--- src/rtl/m68k_bus_bridge_if.sv ---
// ---------------------------------------------------------------------------
// m68k_bus_bridge_if
// Bundles the 68000 pin-side signals and the word-wide memory port of the
// bus bridge.
//   slave  : bridge view (consumes CPU strobes/addr/data and memory response,
//            drives CPU acknowledge/read data and memory request)
//   master : environment view (CPU pins + memory), the mirror of slave
// CPU strobes are active low and asynchronous; memory strobes are active high.
// ---------------------------------------------------------------------------
interface m68k_bus_bridge_if;
    logic        cpu_as_n;
    logic        cpu_uds_n;
    logic        cpu_lds_n;
    logic        cpu_rw;
    logic [22:0] cpu_addr;
    logic [15:0] cpu_data_in;
    logic [15:0] cpu_data_out;
    logic        cpu_data_oe;
    logic        cpu_dtack_n;
    logic        cpu_berr_n;

    logic [23:0] mem_addr;
    logic [15:0] mem_data_write;
    logic [15:0] mem_data_read;
    logic        mem_uds;
    logic        mem_lds;
    logic        mem_rw;
    logic        mem_ack;

    modport slave (
        input  cpu_as_n, cpu_uds_n, cpu_lds_n, cpu_rw, cpu_addr, cpu_data_in,
        output cpu_data_out, cpu_data_oe, cpu_dtack_n, cpu_berr_n,
        output mem_addr, mem_data_write, mem_uds, mem_lds, mem_rw,
        input  mem_data_read, mem_ack
    );

    modport master (
        output cpu_as_n, cpu_uds_n, cpu_lds_n, cpu_rw, cpu_addr, cpu_data_in,
        input  cpu_data_out, cpu_data_oe, cpu_dtack_n, cpu_berr_n,
        input  mem_addr, mem_data_write, mem_uds, mem_lds, mem_rw,
        output mem_data_read, mem_ack
    );
endinterface

--- src/rtl/m68k_bus_bridge.sv ---
// ---------------------------------------------------------------------------
// m68k_bus_bridge
// Bridges asynchronous 68000 bus cycles onto a synchronous word-wide memory.
// One memory access is issued per CPU bus cycle; DTACK_n is returned once the
// memory acknowledges, BERR_n if no acknowledge arrives in time.
//
// Ports:
//   clk      system clock, rising edge
//   reset_n  asynchronous active-low reset
//   bus      m68k_bus_bridge_if.slave (CPU pins + memory port)
//
// Parameters:
//   SYNC_STAGES     depth of the strobe / rw synchronisers (>= 2)
//   TIMEOUT_CYCLES  ACCESS cycles without ack before bus error (1..65535)
//
// state  | meaning
// -------+-------------------------------------------------------------
// IDLE   | memory strobes low, waiting for AS plus a data strobe
// ACCESS | memory strobes driven, waiting for a qualified ack
// DTACK  | dtack_n low (read data driven on reads), waiting for AS release
// BERR   | berr_n low, strobes dropped, waiting for AS release
// ---------------------------------------------------------------------------
module m68k_bus_bridge #(
    parameter int SYNC_STAGES    = 2,
    parameter int TIMEOUT_CYCLES = 255
) (
    input  logic              clk,
    input  logic              reset_n,
    m68k_bus_bridge_if.slave  bus
);

    typedef enum logic [1:0] {
        S_IDLE   = 2'd0,
        S_ACCESS = 2'd1,
        S_DTACK  = 2'd2,
        S_BERR   = 2'd3
    } state_t;

    localparam logic [15:0] TO_LAST = 16'(TIMEOUT_CYCLES - 1);

    // Synchronisers hold the raw pin polarity so reset loads "bus inactive".
    logic [SYNC_STAGES-1:0] as_q, uds_q, lds_q, rw_q;
    logic                   as_s, uds_s, lds_s, rw_s;

    always_ff @(posedge clk or negedge reset_n) begin
        if (!reset_n) begin
            as_q  <= '1;
            uds_q <= '1;
            lds_q <= '1;
            rw_q  <= '1;
        end else begin
            as_q  <= {as_q[SYNC_STAGES-2:0],  bus.cpu_as_n};
            uds_q <= {uds_q[SYNC_STAGES-2:0], bus.cpu_uds_n};
            lds_q <= {lds_q[SYNC_STAGES-2:0], bus.cpu_lds_n};
            rw_q  <= {rw_q[SYNC_STAGES-2:0],  bus.cpu_rw};
        end
    end

    assign as_s  = ~as_q[SYNC_STAGES-1];
    assign uds_s = ~uds_q[SYNC_STAGES-1];
    assign lds_s = ~lds_q[SYNC_STAGES-1];
    assign rw_s  = rw_q[SYNC_STAGES-1];

    state_t      state, state_nxt;
    logic [15:0] cnt, cnt_nxt;
    logic [23:0] addr_q, addr_nxt;
    logic [15:0] wdata_q, wdata_nxt;
    logic        uds_o, uds_nxt;
    logic        lds_o, lds_nxt;
    logic        rw_o, rw_nxt;
    logic [15:0] rdata_q, rdata_nxt;
    logic        oe_q, oe_nxt;
    logic        dtack_n_q, dtack_n_nxt;
    logic        berr_n_q, berr_n_nxt;

    always_ff @(posedge clk or negedge reset_n) begin
        if (!reset_n) begin
            state     <= S_IDLE;
            cnt       <= '0;
            addr_q    <= '0;
            wdata_q   <= '0;
            uds_o     <= 1'b0;
            lds_o     <= 1'b0;
            rw_o      <= 1'b1;
            rdata_q   <= '0;
            oe_q      <= 1'b0;
            dtack_n_q <= 1'b1;
            berr_n_q  <= 1'b1;
        end else begin
            state     <= state_nxt;
            cnt       <= cnt_nxt;
            addr_q    <= addr_nxt;
            wdata_q   <= wdata_nxt;
            uds_o     <= uds_nxt;
            lds_o     <= lds_nxt;
            rw_o      <= rw_nxt;
            rdata_q   <= rdata_nxt;
            oe_q      <= oe_nxt;
            dtack_n_q <= dtack_n_nxt;
            berr_n_q  <= berr_n_nxt;
        end
    end

    always_comb begin
        state_nxt   = state;
        cnt_nxt     = cnt;
        addr_nxt    = addr_q;
        wdata_nxt   = wdata_q;
        uds_nxt     = uds_o;
        lds_nxt     = lds_o;
        rw_nxt      = rw_o;
        rdata_nxt   = rdata_q;
        oe_nxt      = oe_q;
        dtack_n_nxt = dtack_n_q;
        berr_n_nxt  = berr_n_q;

        case (state)
            S_IDLE: begin
                // Address and write data are not synchronised: the CPU keeps
                // them stable for as long as its strobes are asserted.
                if (as_s && (uds_s || lds_s)) begin
                    addr_nxt  = {1'b0, bus.cpu_addr};
                    wdata_nxt = bus.cpu_data_in;
                    uds_nxt   = uds_s;
                    lds_nxt   = lds_s;
                    rw_nxt    = rw_s;
                    cnt_nxt   = '0;
                    state_nxt = S_ACCESS;
                end
            end

            S_ACCESS: begin
                if (!as_s) begin
                    // CPU abandoned the cycle; a write may already be in memory.
                    uds_nxt   = 1'b0;
                    lds_nxt   = 1'b0;
                    rw_nxt    = 1'b1;
                    state_nxt = S_IDLE;
                end else if (cnt != '0 && bus.mem_ack) begin
                    // First ACCESS cycle's ack belongs to the previous address.
                    if (rw_o) begin
                        rdata_nxt = bus.mem_data_read;
                        oe_nxt    = 1'b1;
                    end
                    dtack_n_nxt = 1'b0;
                    state_nxt   = S_DTACK;
                end else if (cnt == TO_LAST) begin
                    berr_n_nxt = 1'b0;
                    uds_nxt    = 1'b0;
                    lds_nxt    = 1'b0;
                    rw_nxt     = 1'b1;
                    state_nxt  = S_BERR;
                end else begin
                    cnt_nxt = cnt + 16'd1;
                end
            end

            S_DTACK: begin
                if (!as_s) begin
                    dtack_n_nxt = 1'b1;
                    oe_nxt      = 1'b0;
                    uds_nxt     = 1'b0;
                    lds_nxt     = 1'b0;
                    rw_nxt      = 1'b1;
                    state_nxt   = S_IDLE;
                end
            end

            S_BERR: begin
                if (!as_s) begin
                    berr_n_nxt = 1'b1;
                    state_nxt  = S_IDLE;
                end
            end

            default: state_nxt = S_IDLE;
        endcase
    end

    assign bus.cpu_data_out   = rdata_q;
    assign bus.cpu_data_oe    = oe_q;
    assign bus.cpu_dtack_n    = dtack_n_q;
    assign bus.cpu_berr_n     = berr_n_q;
    assign bus.mem_addr       = addr_q;
    assign bus.mem_data_write = wdata_q;
    assign bus.mem_uds        = uds_o;
    assign bus.mem_lds        = lds_o;
    assign bus.mem_rw         = rw_o;

endmodule
--- src/flat_wrapper.sv ---
// flat-port wrapper written by rule: the top's interface ports become plain ports
module m68k_bus_bridge_flat 
#(
    parameter int SYNC_STAGES    = 2,
    parameter int TIMEOUT_CYCLES = 255
)
  (clk, reset_n, bus_cpu_as_n, bus_cpu_uds_n, bus_cpu_lds_n, bus_cpu_rw, bus_cpu_addr, bus_cpu_data_in, bus_cpu_data_out, bus_cpu_data_oe, bus_cpu_dtack_n, bus_cpu_berr_n, bus_mem_addr, bus_mem_data_write, bus_mem_uds, bus_mem_lds, bus_mem_rw, bus_mem_data_read, bus_mem_ack);
  m68k_bus_bridge_if bus_i ();
  input  logic clk;
  input  logic reset_n;
  input wire logic [$bits(bus_i.cpu_as_n)-1:0] bus_cpu_as_n;
  input wire logic [$bits(bus_i.cpu_uds_n)-1:0] bus_cpu_uds_n;
  input wire logic [$bits(bus_i.cpu_lds_n)-1:0] bus_cpu_lds_n;
  input wire logic [$bits(bus_i.cpu_rw)-1:0] bus_cpu_rw;
  input wire logic [$bits(bus_i.cpu_addr)-1:0] bus_cpu_addr;
  input wire logic [$bits(bus_i.cpu_data_in)-1:0] bus_cpu_data_in;
  output wire logic [$bits(bus_i.cpu_data_out)-1:0] bus_cpu_data_out;
  output wire logic [$bits(bus_i.cpu_data_oe)-1:0] bus_cpu_data_oe;
  output wire logic [$bits(bus_i.cpu_dtack_n)-1:0] bus_cpu_dtack_n;
  output wire logic [$bits(bus_i.cpu_berr_n)-1:0] bus_cpu_berr_n;
  output wire logic [$bits(bus_i.mem_addr)-1:0] bus_mem_addr;
  output wire logic [$bits(bus_i.mem_data_write)-1:0] bus_mem_data_write;
  output wire logic [$bits(bus_i.mem_uds)-1:0] bus_mem_uds;
  output wire logic [$bits(bus_i.mem_lds)-1:0] bus_mem_lds;
  output wire logic [$bits(bus_i.mem_rw)-1:0] bus_mem_rw;
  input wire logic [$bits(bus_i.mem_data_read)-1:0] bus_mem_data_read;
  input wire logic [$bits(bus_i.mem_ack)-1:0] bus_mem_ack;
  assign bus_i.cpu_as_n = bus_cpu_as_n;
  assign bus_i.cpu_uds_n = bus_cpu_uds_n;
  assign bus_i.cpu_lds_n = bus_cpu_lds_n;
  assign bus_i.cpu_rw = bus_cpu_rw;
  assign bus_i.cpu_addr = bus_cpu_addr;
  assign bus_i.cpu_data_in = bus_cpu_data_in;
  assign bus_cpu_data_out = bus_i.cpu_data_out;
  assign bus_cpu_data_oe = bus_i.cpu_data_oe;
  assign bus_cpu_dtack_n = bus_i.cpu_dtack_n;
  assign bus_cpu_berr_n = bus_i.cpu_berr_n;
  assign bus_mem_addr = bus_i.mem_addr;
  assign bus_mem_data_write = bus_i.mem_data_write;
  assign bus_mem_uds = bus_i.mem_uds;
  assign bus_mem_lds = bus_i.mem_lds;
  assign bus_mem_rw = bus_i.mem_rw;
  assign bus_i.mem_data_read = bus_mem_data_read;
  assign bus_i.mem_ack = bus_mem_ack;
  m68k_bus_bridge #(.SYNC_STAGES(SYNC_STAGES), .TIMEOUT_CYCLES(TIMEOUT_CYCLES)) u_core (.clk(clk), .reset_n(reset_n), .bus(bus_i));
endmodule
--- config.mk ---
export PLATFORM = sky130hd
export DESIGN_NAME = m68k_bus_bridge_flat
export DESIGN_NICKNAME = d
export VERILOG_FILES = /design/src/rtl/m68k_bus_bridge_if.sv /design/src/rtl/m68k_bus_bridge.sv /design/src/flat_wrapper.sv
export SDC_FILE = /design/constraint.sdc
export NUM_CORES = 1
export LEC_CHECK = 0
export CORE_UTILIZATION = 46
export DETAILED_ROUTE_END_ITERATION = 6
export GPL_ROUTABILITY_DRIVEN = 0
export PLACE_DENSITY = 0.88
export SETUP_SLACK_MARGIN = 0.4
export SYNTH_ARGS = -nofsm -noshare
export SYNTH_HDL_FRONTEND = slang
export SYNTH_SLANG_ARGS = --single-unit
--- constraint.sdc ---
create_clock -name clk -period 3.7 [get_ports clk]
set_input_delay 0.37 -clock clk [delete_from_list [all_inputs] [get_ports clk]]
set_output_delay 0.37 -clock clk [all_outputs]
set_load 0.005 [all_outputs]
* After elaboration in Yosys (flattened, before gate mapping) *
Index checks and enable logic that the tools add are counted.

storage, ports and cells
  word-level logic and storage cells = 88
  register bits = 87
  output and inout port bits = 62
  input port bits = 62

operators by class
  mux-type cells = 34
  bitwise gates (word level) = 3
  reduce and logical (&&, ||, !) cells = 18
  equal/unequal tests = 17
  add/sub/neg operators = 1

operators with widths
  kind                                                               count
  16-bit 2-to-1 mux                                                  4
  16-bit case mux with 2 select lines                                1
  5-bit AND reduction                                                4
  1-bit 2-to-1 mux                                                   17
  16-bit by 1-bit adder with 16-bit output (second input constant)   1
  16-bit by 8-bit == test with 1-bit output (second input constant)  1
  16-bit nonzero test                                                1
  2-bit by 1-bit != test with 1-bit output (second input constant)   7
  2-bit 2-to-1 mux                                                   5
  1-bit case mux with 3 select lines                                 3
  4-bit AND reduction                                                2
  2-bit != test (second input constant)                              3
  1-bit case mux with 2 select lines                                 3
  2-bit case mux with 3 select lines                                 1
  2-bit nonzero test                                                 3
  2-bit == test (second input constant)                              2
  4-bit by 1-bit != test with 1-bit output (second input constant)   1
  3-bit by 1-bit != test with 1-bit output (second input constant)   1
  3-bit by 2-bit != test with 1-bit output (second input constant)   1
  1-bit NOT                                                          3
  3-bit AND reduction                                                1
  3-bit nonzero test                                                 1
  2-bit by 1-bit == test with 1-bit output (second input constant)   1
  1-bit logical AND                                                  2
  other kinds (4)                                                    4

* Depth between registers and ports, before layout *
Gate-level depths: netlist (run 1).

  depth in word-level cells = 5
  depth in mapped cells = 9
  mapped depth without buffers = 7

* Worst setup path before layout (run 1) *
OpenSTA, ideal clock, no wires.

  path type = register to register
  from = register u_core.cnt[0]
  to = register u_core.cnt[11]
  library setup time = 0.077 ns
  setup slack = 0.958 ns
  data required time = 3.623 ns
  arrival = 2.664 ns
  cell stages (with the launch flop) = 9
  buffers on the path = 1
  clock period less this slack = 2.742 ns
  path through = dfrtp_1 -> inv_1 -> ha_1 -> or4b_1 -> o41a_1 -> or3_1 -> buf_2 -> or4_1 -> a21oi_1

on the way
  longest elaborated chain between the ends = 5
  elaborated cells on any way between the ends = 11
  classes of those cells = add/sub (1); eq/ne (3); mux (4); reduce/logical (3)

RTL lines
  element                                   line                    source
  start: declaration                        m68k_bus_bridge.sv:65   logic [15:0] cnt, cnt_nxt;
  start signal: assignment                  m68k_bus_bridge.sv:91   cnt <= cnt_nxt;
  16-bit by 1-bit adder with 16-bit output  m68k_bus_bridge.sv:154  cnt_nxt = cnt + 16'd1;
  16-bit 2-to-1 mux                         m68k_bus_bridge.sv:147  end else if (cnt == TO_LAST) begin
  16-bit 2-to-1 mux                         m68k_bus_bridge.sv:139  end else if (cnt != '0 && bus.mem_ack) begin
  16-bit 2-to-1 mux                         m68k_bus_bridge.sv:133  if (!as_s) begin
  16-bit case mux with 2 select lines       m68k_bus_bridge.sv:117  case (state)

Parallel ways exist; a longest one is shown, timed or not. The select of a mux whose other input is x is not followed.
A chain may end at the register's enable or synchronous reset.

* Worst setup path in the final report (run 1) *
Same ends and word-level chain as after synthesis.

==> metrics.json, run 1 <==
{
  "crit_chain": "inv_1 > ha_1 > or4b_1 > o41a_1 > or3_4 > or4_1 > a21oi_1",
  "grt_overflow": 0,
  "fp.coreArea_sq_um": 7810,
  "ys_dominant_reg_cell": "sky130_fd_sc_hd__dfrtp_1",
  "outcome": "complete, no violations",
  "maximum_number_of_pins_on_one_net_before_global_route_repair": 64,
  "slew-limit-headroom_pct": 43.9,
  "slowest_delay_ps": 520,
  "layout_common_cells": "sky130_fd_sc_hd__clkdlybuf4s50_1 (121), sky130_fd_sc_hd__dfrtp_1 (76), sky130_fd_sc_hd__mux2_2 (57)",
  "global_route.usage.total_pct": 22.0,
  "max_frequency_mhz": 333,
  "clkSlewWorstSetupHoldPaths_ps": 90,
  "layout-drive-gt1-share_pct": 21.7,
  "finalCoreUtilization_pct": 67.5,
  "cts_hold_repair.buffers": 0,
  "final_hold_viol_count": 0,
  "min_path_type": "in2async",
  "die-area_sq_um": 8510,
  "timing.critical_path.fanout_max": 16,
  "min_period_over_period_pct": 81.1,
  "finalClockSkew_ps": 10.8,
  "power_density_nw_per_um2": 737,
  "initial_core_utilization_pct": 48.0,
  "worst-slew-pin-transition_ps": 834,
  "netlist-cell-type-count": 43,
  "tritoncts": "done",
  "timing.critical_path.arrival_ps": 3280,
  "flow.area_growth_from_synthesis_pct": 40.7,
  "unrepaired_setup_endpoints_after_global_routing": "false",
  "postSynthAreaPerCell_sq_um": 12.6,
  "mappedNetlistNets": 366,
  "final_max_slew_viol_count": 0,
  "clk_latency_ps": 370,
  "tns_ps": 0,
  "die_w_um": 92.2,
  "cts_htree_levels": 3,
  "placementRows": 32,
  "crit_path_start_kind": "register",
  "timing_worst_setup_path_type": "reg2reg",
  "postRouteAntennaNets": 0,
  "drc": 0,
  "synthesis.instances": 297,
  "dp_hpwl_um": 6230,
  "worst_ir_drop_vdd_mv": 0.465,
  "wire_per_inst_um": 16.7,
  "cts_max_path_buffers": 2,
  "grt_antenna_before_repair": 0,
  "wl_um": 8850,
  "drt_via_density": 5.47,
  "place.port_buffers": 122,
  "dieHeight_um": 92.2,
  "final_net_count": 492,
  "asyncSetResetFlopFracSynth_pct": 100,
  "clockRootBuffer": "sky130_fd_sc_hd__clkbuf_8",
  "post_synth_instance_area_sq_um": 3740,
  "commonest_non_fill_non_tap_cell_in_the_layout": "sky130_fd_sc_hd__clkdlybuf4s50_1",
  "post-cts-setup-buffer-count": 0,
  "drtIter0Drc": 296,
  "end_kind": "register",
  "via_count_of_the_first_global_routing_pass": 2944,
  "setup_viol_count_final": 0,
  "antenna-diode-count": 0,
  "drv_cap": 0,
  "numClockSinks": 87,
  "global_route_wire_length_before_repair_um": 14400,
  "first_pass_iters": 4,
  "required_ps": 3980,
  "timing.final.crit_period_ps": 3000,
  "critPathSlowestCell": "sky130_fd_sc_hd__or3_4",
  "ys_seq_area_share_pct": 58.5,
  "dr_total_vias": 2900,
  "synth.ff_latch_count": 87,
  "cts_buffers": 9,
  "synth_enable_flop_cells": 0,
  "floorplan.io_pins": 124,
  "cell_leakage_power_nw": 2.16,
  "post_cts.resized_instances": 0,
  "yosysWarningCount": 0
}
-- cell usage after synthesis (all sizes together), types with 2 or more instances --
| cell | n | area [sq um] |
|---|---|---|
| inv | 13 | 48.8 |
| o211ai | 2 | 15.0 |
| nand2 | 14 | 52.6 |
| o21ai | 12 | 60.1 |
| a21o | 3 | 22.5 |
| dfstp | 11 | 289 |
| a21oi | 15 | 75.1 |
| o31ai | 6 | 45.0 |
| a31oi | 2 | 12.5 |
| ha | 7 | 87.6 |
| nor2 | 9 | 33.8 |
| or4 | 6 | 52.6 |
| o311a | 2 | 20.0 |
| dfrtp | 76 | 1900 |
| buf | 6 | 27.5 |
| nor4 | 3 | 18.8 |
| nand4 | 4 | 25.0 |
| nand3 | 14 | 70.1 |
| mux2i | 3 | 30.0 |
| or3 | 7 | 43.8 |
| and3 | 2 | 12.5 |
| clkbuf | 5 | 18.8 |
| o21a | 2 | 15.0 |
| mux2 | 57 | 642 |
-- power breakdown --
group | total [mW] | internal (mW) | switching, mW
Sequential | 1.58 | 1.34 | 0.235
Combinational | 1.66 | 1.06 | 0.598
Clock | 0.647 | 0.286 | 0.362
Total | 3.89 | 2.69 | 1.19
-- critical path: cells and delay by family, from the launching register on --
family / cells / cell delay [ps]
and+or+nand+nor: 3 / 1530
adders and majority gates: 1 / 160
DFF: 1 / 430
AOI/OAI and AO/OA: 2 / 680
buffers and inverters: 1 / 130
-- per-stage QoR --
stage	area (sq um)	total power [mW]	instances	hold WS (ps)	setup slack [ps]
floorplan	3740	2.30	297	74.4	958
global placement	5070	3.18	514	345	733
detailed placement	5070	3.24	514	349	599
CTS	5270	3.90	530	101	579
global route	5270	4.11	530	120	574
finish	5270	3.89	530	51.6	700
-- area by class of cell --
class / instances / area (sq um)
Clock buffer: 11 / 151
Timing Repair Buffer: 126 / 1250
Sequential cell: 87 / 2190
Tap cell: 102 / 128
Fill cell: 552 / 2540
Multi-Input combinational cell: 186 / 1460
Clock inverter: 5 / 38.8
Inverter: 13 / 48.8
-- cells by family (layout without fill, tap and decap cells) --
logic type	Yosys count	count (layout)	synth area share, %
DFF	87	87	58.5
and+or+nand+nor	67	67	9.79
muxes	60	60	17.9
AOI/OAI and AO/OA	51	51	8.79
buffers and inverters	24	155	2.54
adders and majority gates	7	7	2.34
other	1	1	0.100
-- worst paths after layout --
check / start / to / slack (ps) / depth (start not counted)
max in group asynchronous: reset_n / u_core.as_q[0]$_DFF_PN1_ / 2780 / 2
max: u_core.cnt[0]$_DFFE_PN0P_ / u_core.cnt[11]$_DFFE_PN0P_ / 700 / 7
max reg2reg: u_core.cnt[0]$_DFFE_PN0P_ / u_core.cnt[11]$_DFFE_PN0P_ / 700 / 7
min reg2reg: u_core.lds_q[0]$_DFF_PN1_ / u_core.lds_q[1]$_DFF_PN1_ / 360 / 0
min in group clk: u_core.lds_q[0]$_DFF_PN1_ / u_core.lds_q[1]$_DFF_PN1_ / 360 / 0
min: reset_n / u_core.state[0]$_DFFE_PN0P_ / 50 / 1
-- registers in the layout, summed over array words and instances, names as in the netlist, 2 cells and up --
register / cells
u_core.bus.mem_addr: 23
u_core.bus.mem_data_write: 16
u_core.bus.cpu_data_out: 16
u_core.cnt: 16
u_core.rw_q: 2
u_core.uds_q: 2
u_core.as_q: 2
u_core.state: 2
u_core.lds_q: 2
-- routing by layer --
layer,share of wire [%],GRT usage (%),up-vias
met5,0,0,-
met4,1.9,7.81,0
met3,9.3,8.96,14
met2,50,36.3,132
met1,39,25.9,1420
li1,-,-,1334
No activity file was read; power rests on OpenSTA's default activity.
==> inputs of run 2 (changes only) <==
==> constraint.sdc (replaced) <==
create_clock -name clk -period 3.1 [get_ports clk]
set_input_delay 0.31 -clock clk [delete_from_list [all_inputs] [get_ports clk]]
set_output_delay 0.31 -clock clk [all_outputs]
set_load 0.005 [all_outputs]
==> metrics.json, run 2 (synthesized netlist as in run 1, its figures left out) <==
{
  "drtIter0Drc": {"value": 306, "change": "was 296"},
  "cts_max_path_buffers": {"value": 2, "change": "unchanged"},
  "postRouteAntennaNets": {"value": 0, "change": "unchanged"},
  "register_to_register_setup_slack": {"value": 440, "unit": "ps", "change": "was 700 ps"},
  "antenna-diode-count": {"value": 0, "change": "unchanged"},
  "critical_path.reg2reg.endpoint": {"value": "u_core.cnt[11]$_DFFE_PN0P_", "change": "unchanged"},
  "required": {"value": 3390, "unit": "ps", "change": "was 3980 ps"},
  "critPathSlowestCell": {"value": "sky130_fd_sc_hd__or4_4", "change": "was sky130_fd_sc_hd__or3_4"},
  "numClockSinks": {"value": 87, "change": "unchanged"},
  "fin_cells": {"value": 538, "change": "was 530"},
  "cell_leakage_power": {"value": 2.21, "unit": "nW", "change": "was 2.16 nW"},
  "global_route_wire_length_before_repair": {"value": 14700, "unit": "um", "change": "was 14400 um"},
  "worst-path-buf-inv": {"value": 0, "change": "was 1"},
  "design_area": {"value": 5360, "unit": "sq um", "change": "was 5270 sq um"},
  "grt_overflow": {"value": 0, "change": "unchanged"},
  "initial_core_utilization": {"value": 48.0, "unit": "%", "change": "unchanged"},
  "max_frequency": {"value": 377, "unit": "MHz", "change": "was 333 MHz"},
  "first_pass_iters": {"value": 6, "change": "was 4"},
  "timing.critical_path.arrival": {"value": 2950, "unit": "ps", "change": "was 3280 ps"},
  "timing.critical_path.from": {"value": "u_core.cnt[9]$_DFFE_PN0P_", "change": "was u_core.cnt[0]$_DFFE_PN0P_"},
  "global_route.usage.total": {"value": 22.3, "unit": "%", "change": "was 22.0%"},
  "largest_register_ff_count": {"value": 23, "change": "unchanged"},
  "timing.final.crit_period": {"value": 2660, "unit": "ps", "change": "was 3000 ps"},
  "placed_cells_incl_taps": {"value": 518, "change": "was 514"},
  "flow.area_growth_from_synthesis": {"value": 43.1, "unit": "%", "change": "was 40.7%"},
  "commonest_non_fill_non_tap_cell_in_the_layout": {"value": "sky130_fd_sc_hd__clkdlybuf4s50_1", "change": "unchanged"},
  "end_kind": {"value": "register", "change": "unchanged"},
  "floorplan.io_pins": {"value": 124, "change": "unchanged"},
  "critPathTopFamily": {"value": "simple AND/OR/NAND/NOR gates", "change": "unchanged"},
  "die_w": {"value": 92.2, "unit": "um", "change": "unchanged"},
  "final_net_count": {"value": 500, "change": "was 492"},
  "r2r.worst_path.cells": {"value": 5, "change": "was 7"},
  "placementRows": {"value": 32, "change": "unchanged"},
  "outcome": {"value": "complete, no violations", "change": "unchanged"},
  "timing.critical_path.fanout_max": {"value": 9, "change": "was 16"},
  "tritoncts": {"value": "done", "change": "unchanged"},
  "min_period_over_period": {"value": 85.7, "unit": "%", "change": "was 81.1%"},
  "regToRegStartpoint": {"value": "u_core.cnt[9]$_DFFE_PN0P_", "change": "was u_core.cnt[0]$_DFFE_PN0P_"},
  "place.port_buffers": {"value": 122, "change": "unchanged"},
  "fp.coreArea": {"value": 7810, "unit": "sq um", "change": "unchanged"},
  "wl": {"value": 9020, "unit": "um", "change": "was 8850 um"},
  "finalClockSkew": {"value": 12.0, "unit": "ps", "change": "was 10.8 ps"},
  "drc": {"value": 0, "change": "unchanged"},
  "die-area": {"value": 8510, "unit": "sq um", "change": "unchanged"},
  "crit_chain": {"value": "or4_4 > o41a_1 > or3_4 > or4_1 > a21oi_1", "change": "was inv_1 > ha_1 > or4b_1 > o41a_1 > or3_4 > or4_1 > a21oi_1"},
  "maximum_number_of_pins_on_one_net_before_global_route_repair": {"value": 88, "change": "was 64"},
  "slowest_delay": {"value": 580, "unit": "ps", "change": "was 520 ps"},
  "drt_via_density": {"value": 5.53, "change": "was 5.47"},
  "dp_hpwl": {"value": 6180, "unit": "um", "change": "was 6230 um"},
  "tns": {"value": 0, "unit": "ps", "change": "unchanged"},
  "via_count_of_the_first_global_routing_pass": {"value": 3049, "change": "was 2944"},
  "cts_hold_repair.buffers": {"value": 0, "change": "unchanged"},
  "place_area": {"value": 5100, "unit": "sq um", "change": "was 5070 sq um"},
  "grt_antenna_before_repair": {"value": 0, "change": "unchanged"},
  "final_hold_viol_count": {"value": 0, "change": "unchanged"},
  "dr_total_vias": {"value": 2977, "change": "was 2900"},
  "clk_latency": {"value": 360, "unit": "ps", "change": "was 370 ps"},
  "setup_viol_count_final": {"value": 0, "change": "unchanged"},
  "layout_common_cells": {"value": "sky130_fd_sc_hd__clkdlybuf4s50_1 (121), sky130_fd_sc_hd__dfrtp_1 (75), sky130_fd_sc_hd__mux2_2 (57)", "change": "was sky130_fd_sc_hd__clkdlybuf4s50_1 (121), sky130_fd_sc_hd__dfrtp_1 (76), sky130_fd_sc_hd__mux2_2 (57)"},
  "drv_cap": {"value": 0, "change": "unchanged"},
  "clockRootBuffer": {"value": "sky130_fd_sc_hd__clkbuf_8", "change": "unchanged"},
  "worst-slew-pin-transition": {"value": 1050, "unit": "ps", "change": "was 834 ps"},
  "worst_ir_drop_vdd": {"value": 0.483, "unit": "mV", "change": "was 0.465 mV"},
  "clkSlewWorstSetupHoldPaths": {"value": 100, "unit": "ps", "change": "was 90 ps"},
  "dieHeight": {"value": 92.2, "unit": "um", "change": "unchanged"},
  "timing_worst_setup_path_type": {"value": "reg2reg", "change": "unchanged"},
  "final_max_slew_viol_count": {"value": 0, "change": "unchanged"},
  "wire_per_inst": {"value": 16.8, "unit": "um", "change": "was 16.7 um"},
  "unrepaired_setup_endpoints_after_global_routing": {"value": "false", "change": "unchanged"},
  "min_path_type": {"value": "in2async", "change": "unchanged"},
  "slew-limit-headroom": {"value": 29.7, "unit": "%", "change": "was 43.9%"},
  "cts_buffers": {"value": 9, "change": "unchanged"},
  "crit_path_start_kind": {"value": "register", "change": "unchanged"},
  "layout-drive-gt1-share": {"value": 23.6, "unit": "%", "change": "was 21.7%"},
  "power_density": {"value": 889, "unit": "nW/um^2", "change": "was 737 nW/um^2"},
  "cts_htree_levels": {"value": 3, "change": "unchanged"}
}
==> run 2: routing by layer <==
metal | wire [um] | share of wire, % | global-route usage, %
met5 | 0 | 0 | 0
met4 | 215 | 2.4 | 8.98
met3 | 1050 | 12 | 9.70
met2 | 4280 | 48 | 35.2
met1 | 3470 | 38 | 26.8
==> run 2: final cells by class <==
type	count	area [sq um]
Clock buffer	10	128
Clock inverter	6	77.6
Fill cell	511	2450
Inverter	13	48.8
Multi-Input combinational cell	186	1480
Sequential cell	87	2190
Tap cell	102	128
Timing Repair Buffer	134	1310
==> run 2: stage by stage <==
| step | power, mW | hold WS [ps] | setup slack, ps | utilization [%] |
|---|---|---|---|---|
| 2_1_floorplan | 2.75 | 14.4 | 416 | - |
| 3_3_place_gp | 3.81 | 346 | 430 | 65.4 |
| 3_5_place_dp | 3.91 | 347 | 314 | 65.4 |
| 4_1_cts | 4.77 | 183 | 439 | 68.3 |
| 5_1_grt | 5.04 | 227 | 407 | 68.6 |
| 6_report | 4.77 | 129 | 444 | 68.6 |
==> run 2: worst max-delay path by stage <==
stage / slack [ps] / end / depth (start not counted)
floorplan: 420 / u_core.cnt[11]$_DFFE_PN0P_ / 8
detailed placement: 310 / u_core.cnt[11]$_DFFE_PN0P_ / 7
CTS: 440 / u_core.cnt[10]$_DFFE_PN0P_ / 5
finish: 440 / u_core.cnt[11]$_DFFE_PN0P_ / 5
global route: 410 / u_core.cnt[6]$_DFFE_PN0P_ / 8
global placement: 430 / u_core.cnt[11]$_DFFE_PN0P_ / 7
==> run 2: power breakdown <==
part           internal, mW  total, mW  switching, mW
combinational          1.30       2.05          0.748
clock                 0.389      0.825          0.436
sequential             1.61       1.89          0.286
==> run 2: worst register-to-register path: cells and delay by family, from the launching register on <==
| kind | cells | cell delay, ps |
|---|---|---|
| flip-flops | 1 | 450 |
| AO/OA/AOI/OAI | 2 | 620 |
| AND/OR/NAND/NOR | 3 | 1530 |
==> run 2: timing repair <==
action,4_1_cts,5_1_grt
cloned,0,0
gates resized for setup,1,3
pin swaps,0,1
buffers inserted,2,2
endpoints found under the setup margin,3,11
